`src/rtl/ap_ctrl_txn_recorder.sv`:
```
`default_nettype none
// ============================================================================
// Module   : ap_ctrl_txn_recorder
// Purpose  : Timestamps ap_ctrl_hs start accepts and completions, pairs them
//            in FIFO order and streams one record per transaction
//            (id, start time, latency, initiation interval, stall).
//            Optional macro TXN_REC_STALL_EN enables the per-start stall
//            counter; when undefined rec_stall is tied to zero.
// Revision : 1.0 - initial release
// ============================================================================
module ap_ctrl_txn_recorder #(
    parameter int TS_W         = 32,
    parameter int ID_W         = 16,
    parameter int MAX_INFLIGHT = 8,
    parameter int FIFO_DEPTH   = 16
) (
    input  logic                              clock,
    input  logic                              reset,
    input  logic                              ap_start,
    input  logic                              ap_ready,
    input  logic                              ap_done,
    input  logic                              ap_continue,
    input  logic                              finish,
    output logic                              rec_valid,
    input  logic                              rec_ready,
    output logic [ID_W-1:0]                   rec_txn_id,
    output logic [TS_W-1:0]                   rec_start_ts,
    output logic [TS_W-1:0]                   rec_latency,
    output logic [TS_W-1:0]                   rec_interval,
    output logic [TS_W-1:0]                   rec_stall,
    output logic [TS_W-1:0]                   cycle_count,
    output logic [$clog2(MAX_INFLIGHT+1)-1:0] inflight,
    output logic [15:0]                       drop_count,
    output logic                              err_unmatched_done,
    output logic                              err_inflight_ovf,
    output logic                              drained
);
    localparam int c_QA_W = $clog2(MAX_INFLIGHT);
    localparam int c_QC_W = $clog2(MAX_INFLIGHT+1);
    localparam int c_FA_W = $clog2(FIFO_DEPTH);
    localparam int c_FC_W = $clog2(FIFO_DEPTH+1);
    localparam logic [c_QC_W-1:0] c_Q_FULL = c_QC_W'(MAX_INFLIGHT);
    localparam logic [c_FC_W-1:0] c_F_FULL = c_FC_W'(FIFO_DEPTH);

    localparam logic [1:0] c_S_IDLE  = 2'd0;
    localparam logic [1:0] c_S_RUN   = 2'd1;
    localparam logic [1:0] c_S_DRAIN = 2'd2;
    localparam logic [1:0] c_S_DONE  = 2'd3;

    logic [1:0]        r_state, w_state_nxt;
    logic              w_run, w_open;
    logic [TS_W-1:0]   r_cycle;
    logic [ID_W-1:0]   r_next_id;
    logic [TS_W-1:0]   r_last_ts;
    logic              r_have_last;
    logic [15:0]       r_drop;
    logic              r_err_unm, r_err_ovf;

    // Outstanding-start queue
    logic [TS_W-1:0]   r_q_ts [MAX_INFLIGHT];
    logic [TS_W-1:0]   r_q_iv [MAX_INFLIGHT];
    logic [ID_W-1:0]   r_q_id [MAX_INFLIGHT];
    logic [c_QA_W-1:0] r_q_wp, r_q_rp;
    logic [c_QC_W-1:0] r_q_cnt;

    // Output record FIFO
    logic [ID_W-1:0]   r_f_id  [FIFO_DEPTH];
    logic [TS_W-1:0]   r_f_ts  [FIFO_DEPTH];
    logic [TS_W-1:0]   r_f_lat [FIFO_DEPTH];
    logic [TS_W-1:0]   r_f_iv  [FIFO_DEPTH];
    logic [c_FA_W-1:0] r_f_wp, r_f_rp;
    logic [c_FC_W-1:0] r_f_cnt;

    logic              w_acc, w_cmp, w_q_empty, w_q_full;
    logic              w_bypass, w_q_pop, w_q_push, w_take;
    logic              w_rec_push, w_f_valid, w_f_full, w_f_pop, w_f_wr, w_f_drop;
    logic [TS_W-1:0]   w_interval;
    logic [ID_W-1:0]   w_rec_id;
    logic [TS_W-1:0]   w_rec_ts, w_rec_lat, w_rec_iv;

    // State register
    always_ff @(posedge clock) begin
        if (reset) r_state <= c_S_IDLE;
        else       r_state <= w_state_nxt;
    end

    // Next-state: events are honoured up to and including the finish cycle
    always_comb begin
        w_state_nxt = r_state;
        case (r_state)
            c_S_IDLE:  w_state_nxt = c_S_RUN;
            c_S_RUN:   if (finish) w_state_nxt = c_S_DRAIN;
            c_S_DRAIN: if (r_f_cnt == '0) w_state_nxt = c_S_DONE;
            default:   w_state_nxt = c_S_DONE;
        endcase
    end

    // State decode
    always_comb begin
        w_run   = 1'b0;
        w_open  = 1'b1;
        drained = 1'b0;
        case (r_state)
            c_S_RUN:  w_run = 1'b1;
            c_S_DONE: begin
                w_open  = 1'b0;
                drained = 1'b1;
            end
            default: ;
        endcase
    end

    // Free-running timestamp counter
    always_ff @(posedge clock) begin
        if (reset) r_cycle <= '0;
        else       r_cycle <= r_cycle + TS_W'(1);
    end

    // Event classification and record source selection
    always_comb begin
        w_acc      = w_run & ap_start & ap_ready;
        w_cmp      = w_run & ap_done & ap_continue;
        w_q_empty  = (r_q_cnt == '0);
        w_q_full   = (r_q_cnt == c_Q_FULL);
        w_interval = r_have_last ? (r_cycle - r_last_ts) : '0;
        // Same-cycle start and done with nothing pending completes immediately
        w_bypass   = w_acc & w_cmp & w_q_empty;
        w_q_pop    = w_cmp & ~w_q_empty;
        w_q_push   = w_acc & ~w_bypass & (~w_q_full | w_q_pop);
        w_take     = w_bypass | w_q_push;
        w_rec_push = w_bypass | w_q_pop;
        w_rec_id   = w_bypass ? r_next_id  : r_q_id[r_q_rp];
        w_rec_ts   = w_bypass ? r_cycle    : r_q_ts[r_q_rp];
        w_rec_iv   = w_bypass ? w_interval : r_q_iv[r_q_rp];
        w_rec_lat  = w_bypass ? '0         : (r_cycle - r_q_ts[r_q_rp]);
        w_f_valid  = (r_f_cnt != '0) & w_open;
        w_f_full   = (r_f_cnt == c_F_FULL);
        w_f_pop    = w_f_valid & rec_ready;
        // A same-cycle pop frees a slot before the push is judged
        w_f_wr     = w_rec_push & (~w_f_full | w_f_pop);
        w_f_drop   = w_rec_push & w_f_full & ~w_f_pop;
    end

    // Transaction id, previous accept time, sticky errors and drop counter
    always_ff @(posedge clock) begin
        if (reset) begin
            r_next_id   <= '0;
            r_last_ts   <= '0;
            r_have_last <= 1'b0;
            r_err_unm   <= 1'b0;
            r_err_ovf   <= 1'b0;
            r_drop      <= '0;
        end else begin
            if (w_take) begin
                r_next_id   <= r_next_id + ID_W'(1);
                r_last_ts   <= r_cycle;
                r_have_last <= 1'b1;
            end
            if (w_cmp & w_q_empty & ~w_acc)
                r_err_unm <= 1'b1;
            if (w_acc & ~w_bypass & w_q_full & ~w_q_pop)
                r_err_ovf <= 1'b1;
            if (w_f_drop && r_drop != 16'hFFFF)
                r_drop <= r_drop + 16'd1;
        end
    end

    // Outstanding-start queue storage
    always_ff @(posedge clock) begin
        if (w_q_push) begin
            r_q_ts[r_q_wp] <= r_cycle;
            r_q_iv[r_q_wp] <= w_interval;
            r_q_id[r_q_wp] <= r_next_id;
        end
    end

    // Outstanding-start queue pointers and occupancy
    always_ff @(posedge clock) begin
        if (reset) begin
            r_q_wp  <= '0;
            r_q_rp  <= '0;
            r_q_cnt <= '0;
        end else begin
            if (w_q_push) r_q_wp <= r_q_wp + c_QA_W'(1);
            if (w_q_pop)  r_q_rp <= r_q_rp + c_QA_W'(1);
            case ({w_q_push, w_q_pop})
                2'b10:   r_q_cnt <= r_q_cnt + c_QC_W'(1);
                2'b01:   r_q_cnt <= r_q_cnt - c_QC_W'(1);
                default: ;
            endcase
        end
    end

    // Output FIFO storage
    always_ff @(posedge clock) begin
        if (w_f_wr) begin
            r_f_id[r_f_wp]  <= w_rec_id;
            r_f_ts[r_f_wp]  <= w_rec_ts;
            r_f_lat[r_f_wp] <= w_rec_lat;
            r_f_iv[r_f_wp]  <= w_rec_iv;
        end
    end

    // Output FIFO pointers and occupancy
    always_ff @(posedge clock) begin
        if (reset) begin
            r_f_wp  <= '0;
            r_f_rp  <= '0;
            r_f_cnt <= '0;
        end else begin
            if (w_f_wr)  r_f_wp <= r_f_wp + c_FA_W'(1);
            if (w_f_pop) r_f_rp <= r_f_rp + c_FA_W'(1);
            case ({w_f_wr, w_f_pop})
                2'b10:   r_f_cnt <= r_f_cnt + c_FC_W'(1);
                2'b01:   r_f_cnt <= r_f_cnt - c_FC_W'(1);
                default: ;
            endcase
        end
    end

`ifdef TXN_REC_STALL_EN
    logic [TS_W-1:0] r_stall_cnt;
    logic [TS_W-1:0] r_q_st [MAX_INFLIGHT];
    logic [TS_W-1:0] r_f_st [FIFO_DEPTH];
    logic [TS_W-1:0] w_rec_stall;

    // Count cycles the pending start waits on ap_ready, saturating
    always_ff @(posedge clock) begin
        if (reset)
            r_stall_cnt <= '0;
        else if (w_acc || !ap_start)
            r_stall_cnt <= '0;
        else if (w_run && !ap_ready && r_stall_cnt != '1)
            r_stall_cnt <= r_stall_cnt + TS_W'(1);
    end

    // Stall value follows its transaction through both queues
    always_comb begin
        w_rec_stall = w_bypass ? r_stall_cnt : r_q_st[r_q_rp];
    end

    // Stall field storage alongside the other queue fields
    always_ff @(posedge clock) begin
        if (w_q_push) r_q_st[r_q_wp] <= r_stall_cnt;
        if (w_f_wr)   r_f_st[r_f_wp] <= w_rec_stall;
    end

    assign rec_stall = w_f_valid ? r_f_st[r_f_rp] : '0;
`else
    assign rec_stall = '0;
`endif

    // Record fields read zero whenever no record is offered
    assign rec_valid          = w_f_valid;
    assign rec_txn_id         = w_f_valid ? r_f_id[r_f_rp]  : '0;
    assign rec_start_ts       = w_f_valid ? r_f_ts[r_f_rp]  : '0;
    assign rec_latency        = w_f_valid ? r_f_lat[r_f_rp] : '0;
    assign rec_interval       = w_f_valid ? r_f_iv[r_f_rp]  : '0;
    assign cycle_count        = r_cycle;
    assign inflight           = r_q_cnt;
    assign drop_count         = r_drop;
    assign err_unmatched_done = r_err_unm;
    assign err_inflight_ovf   = r_err_ovf;

endmodule
`default_nettype wire

```
`config.mk`:
```
export PLATFORM = sky130hd
export DESIGN_NAME = ap_ctrl_txn_recorder
export DESIGN_NICKNAME = d
export VERILOG_FILES = /design/src/rtl/ap_ctrl_txn_recorder.sv
export SDC_FILE = /design/constraint.sdc
export NUM_CORES = 2
export LEC_CHECK = 0
export ABC_AREA = 1
export BUFFER_PORTS_ARGS = -buffer_cell sky130_fd_sc_hd__clkbuf_2
export CORE_MARGIN = 5
export CORE_UTILIZATION = 50
export CTS_CLUSTER_SIZE = 28
export DETAILED_ROUTE_END_ITERATION = 10
export PLACE_DENSITY = 0.75
export SLEW_MARGIN = 20
export SYNTH_ARGS = -nofsm -noshare
export SYNTH_HDL_FRONTEND = slang
export SYNTH_SLANG_ARGS = --single-unit
```
`constraint.sdc`:
```
create_clock -name clock -period 17.1 [get_ports clock]
set_input_delay 3.42 -clock clock [delete_from_list [all_inputs] [get_ports clock]]
set_output_delay 3.42 -clock clock [all_outputs]
set_load 0.005 [all_outputs]
```
==> results.json <==
{
  "cts_tree": "built",
  "worstSetupStartpointType": "register",
  "arrival_ns": 5.53,
  "ys_types": 52,
  "cts_max_path_buffers": 4,
  "yosys.area.top_type": "edfxtp_1",
  "critPathCaptureType": "output port",
  "cts_max_level": 5,
  "layout.cells.most_common": "edfxtp_1",
  "seqPwrFrac_pct": 43.1,
  "clk_pin_slew_ns": 0.06,
  "met1_length_um": 112800,
  "worstPathCellList": "inv_16, buf_4, buf_12, o21ai_0, o221ai_1, nand3_1, a21oi_1, clkbuf_2",
  "max_freq_mhz": 111.8,
  "maxUsedRoutingLayer": "met5",
  "async_flop_share_pct": 0,
  "finalHoldViolations": 0,
  "routed_via_density": 6.239,
  "cpLargestDelayFamily": "buffers and inverters",
  "syn_avg_cell_area_um2": 12.31,
  "grt_max_degree": 267,
  "die_h_um": 468.9,
  "area_delta_synth_final_pct": 11.62,
  "numCtsBuffers": 274,
  "start_util_pct": 50.24,
  "rsz0062_at_grt": "false",
  "seq_area_frac_synth_pct": 71.85,
  "critical-path-max-stage-delay_ns": 0.92,
  "crit_required_ns": 13.68,
  "fp.coreArea_um2": 209600,
  "pin_count": 208,
  "fillCellCount": 16190,
  "tightest_slew_ns": 1.187,
  "cts_setup_buffers": 0,
  "port_buffers": 175,
  "p_int_mw": 11.24,
  "max-cap-violations": 0,
  "synth_seq_cells": 2563,
  "num_rows": 168,
  "firstDrtPassIters": 7,
  "wire_per_inst_um": 25.46,
  "setup_viol": 0,
  "power_mw": 16.24,
  "antenna_left": 0,
  "drv_slew": 0,
  "remaining_drc_errors": 0,
  "grt_remaining_overflow": 0,
  "outcome": "finished clean",
  "path_buf_inv": 4,
  "ys_dominant_reg_cell": "edfxtp_1",
  "p_per_area_nw_per_um2": 138.1,
  "synth-edff-count": 2432,
  "critPathMaxFanout": 252,
  "yosysTopAreaCellShare_pct": 69.36,
  "leakage_nw": 39.75,
  "root_buffer": "clkbuf_16",
  "nets": 8711,
  "postCtsHoldBufs": 0,
  "net-switching-power_mw": 4.994,
  "routed_wl_um": 295400,
  "grt_pass1_vias": 69730,
  "num_vias": 72380,
  "p_clk_share_pct": 35.1,
  "finalCritPeriodShare_pct": 52.32,
  "drive_gt1_share_pct": 9.061,
  "ctsResizeCount": 0,
  "worstSetupPathType": "reg2out",
  "grt_antenna_before_repair": 8,
  "yosys_warnings": 0,
  "dieWidth_um": 468.9,
  "synth.area.top_cells": "edfxtp_1 (69%), o21ai_0 (6.4%), nor2_1 (5.4%)",
  "synthesis.area_um2": 105300,
  "dp_hpwl_um": 157800,
  "tns_ns": 0,
  "comb_power_share_pct": 21.8,
  "peakVddDrop_mv": 0.2288,
  "min_path_type": "reg2reg",
  "max_slew_margin_pct": 20.85,
  "track_usage_pct": 26.17,
  "critPathSlowestCell": "buf_4",
  "synthCells": 8554,
  "netSwitchingFraction_pct": 30.76,
  "clock_skew_ns": 0.07019,
  "dr_wl_met3_um": 35610,
  "drt_iter0_markers": 11030,
  "routed-wl-met2_um": 135900,
  "clk-insertion-delay-late_ns": 0.95,
  "cts.sinks": 2563,
  "layout_common_cells": "edfxtp_1 (2432), nor2_1 (1470), o21ai_0 (1313)",
  "dieArea_um2": 219900,
  "grt_first_pass_wirelength_um": 436400,
  "gp_congestion": 0.9684,
  "layout_min_cycle_time_ns": 8.946
}
layout make-up:
cell class / count / area (µm²) / share of cell area [%]
antenna: 1 / 2.502 / 0.002129
clock buffer: 337 / 7252 / 6.170
clock inverter: 121 / 1201 / 1.022
inverter: 348 / 1354 / 1.152
multi-input combinational: 5095 / 26180 / 22.27
sequential: 2563 / 75680 / 64.39
tap: 2805 / 3510 / 2.986
timing repair buffer: 332 / 2359 / 2.007
Yosys cell counts, types with 7 or more instances:
library cell     n
buf_4           74
nand3_1        175
buf_6           13
nor3_1          47
xnor2_1          7
o22ai_1        299
ha_1            85
o211ai_1       141
buf_2           78
nand3b_1         9
edfxtp_1      2432
nand2_1        657
inv_1          333
o21a_1           7
a21oi_1        289
nor2_1        1504
buf_1           16
inv_2           11
xor2_1          16
mux2i_1         15
clkbuf_1       398
dfxtp_1        131
o221ai_1       326
o21ai_0       1338
o21ai_1         56
nand4_1         35
metal layers:
layer	vias to the layer above	global-route usage, %
li1	31610	-
met1	35530	36.41
met2	4540	40.97
met3	707	5.610
met4	2	9.660
met5	-	0
power groups by stage:
| stage | clock, mW | sequential [mW] | combinational [mW] |
|---|---|---|---|
| final | 5.71 | 6.99 | 3.54 |
| after CTS | 5.75 | 6.99 | 3.48 |
| after global placement | 0 | 7.12 | 3.34 |
| after global routing | 6.03 | 6.99 | 3.83 |
| after detailed placement | 0 | 7.13 | 3.45 |
| after floorplan | 0 | 7.08 | 2.19 |
tightest hold or removal path, stage by stage, from the launching register on:
cell and delay [ns]:
dfxtp_1 0.30, inv_1 0.04, a21oi_1 0.06
cell families after synthesis:
kind of cell	count (synthesis)	share of synthesized area, %
other cells	1	0.003561
xor+xnor	23	0.1913
flops	2563	71.85
mux	15	0.1426
buf+inv	927	3.755
compound gates	2472	13.66
fa+ha+maj	89	1.086
simple gates	2464	9.314
flip-flops by register name (all words and copies together), names as in the netlist, 4 cells and up, named ones only:
name and flops:
r_f_iv 512, r_f_lat 512, r_f_ts 512, r_f_id 256, r_q_iv 256, r_q_ts 256
r_q_id 128, cycle_count 32, r_last_ts 32, drop_count 16, r_next_id 16, r_f_cnt 5
inflight 4, r_f_rp 4, r_f_wp 4
final timing paths:
kind,slack (ns),from,end,cells after the start
max,8.15,register,rec_interval[5],8
min,0.45,r_q_rp[2],register,2
max reg2reg,11.15,register,r_f_lat[0][26],19
min reg2reg,0.45,r_q_rp[2],register,2
stage by stage:
step                      hold WS, ns  setup WS (ns)  cell area, µm²  cells  utilization, %
after floorplan                0.4331          7.631          105400   8585               -
after global placement         0.4343          9.220          108800  11140           51.90
after detailed placement       0.4374          9.091          108800  11140           51.94
after CTS                      0.4498          8.103          117300  11600           55.97
after global routing           0.4693          8.006          117500  11600           56.08
final                          0.4516          8.154          117500  11600           56.08
Note: power is estimated with default switching activity, not from simulation.
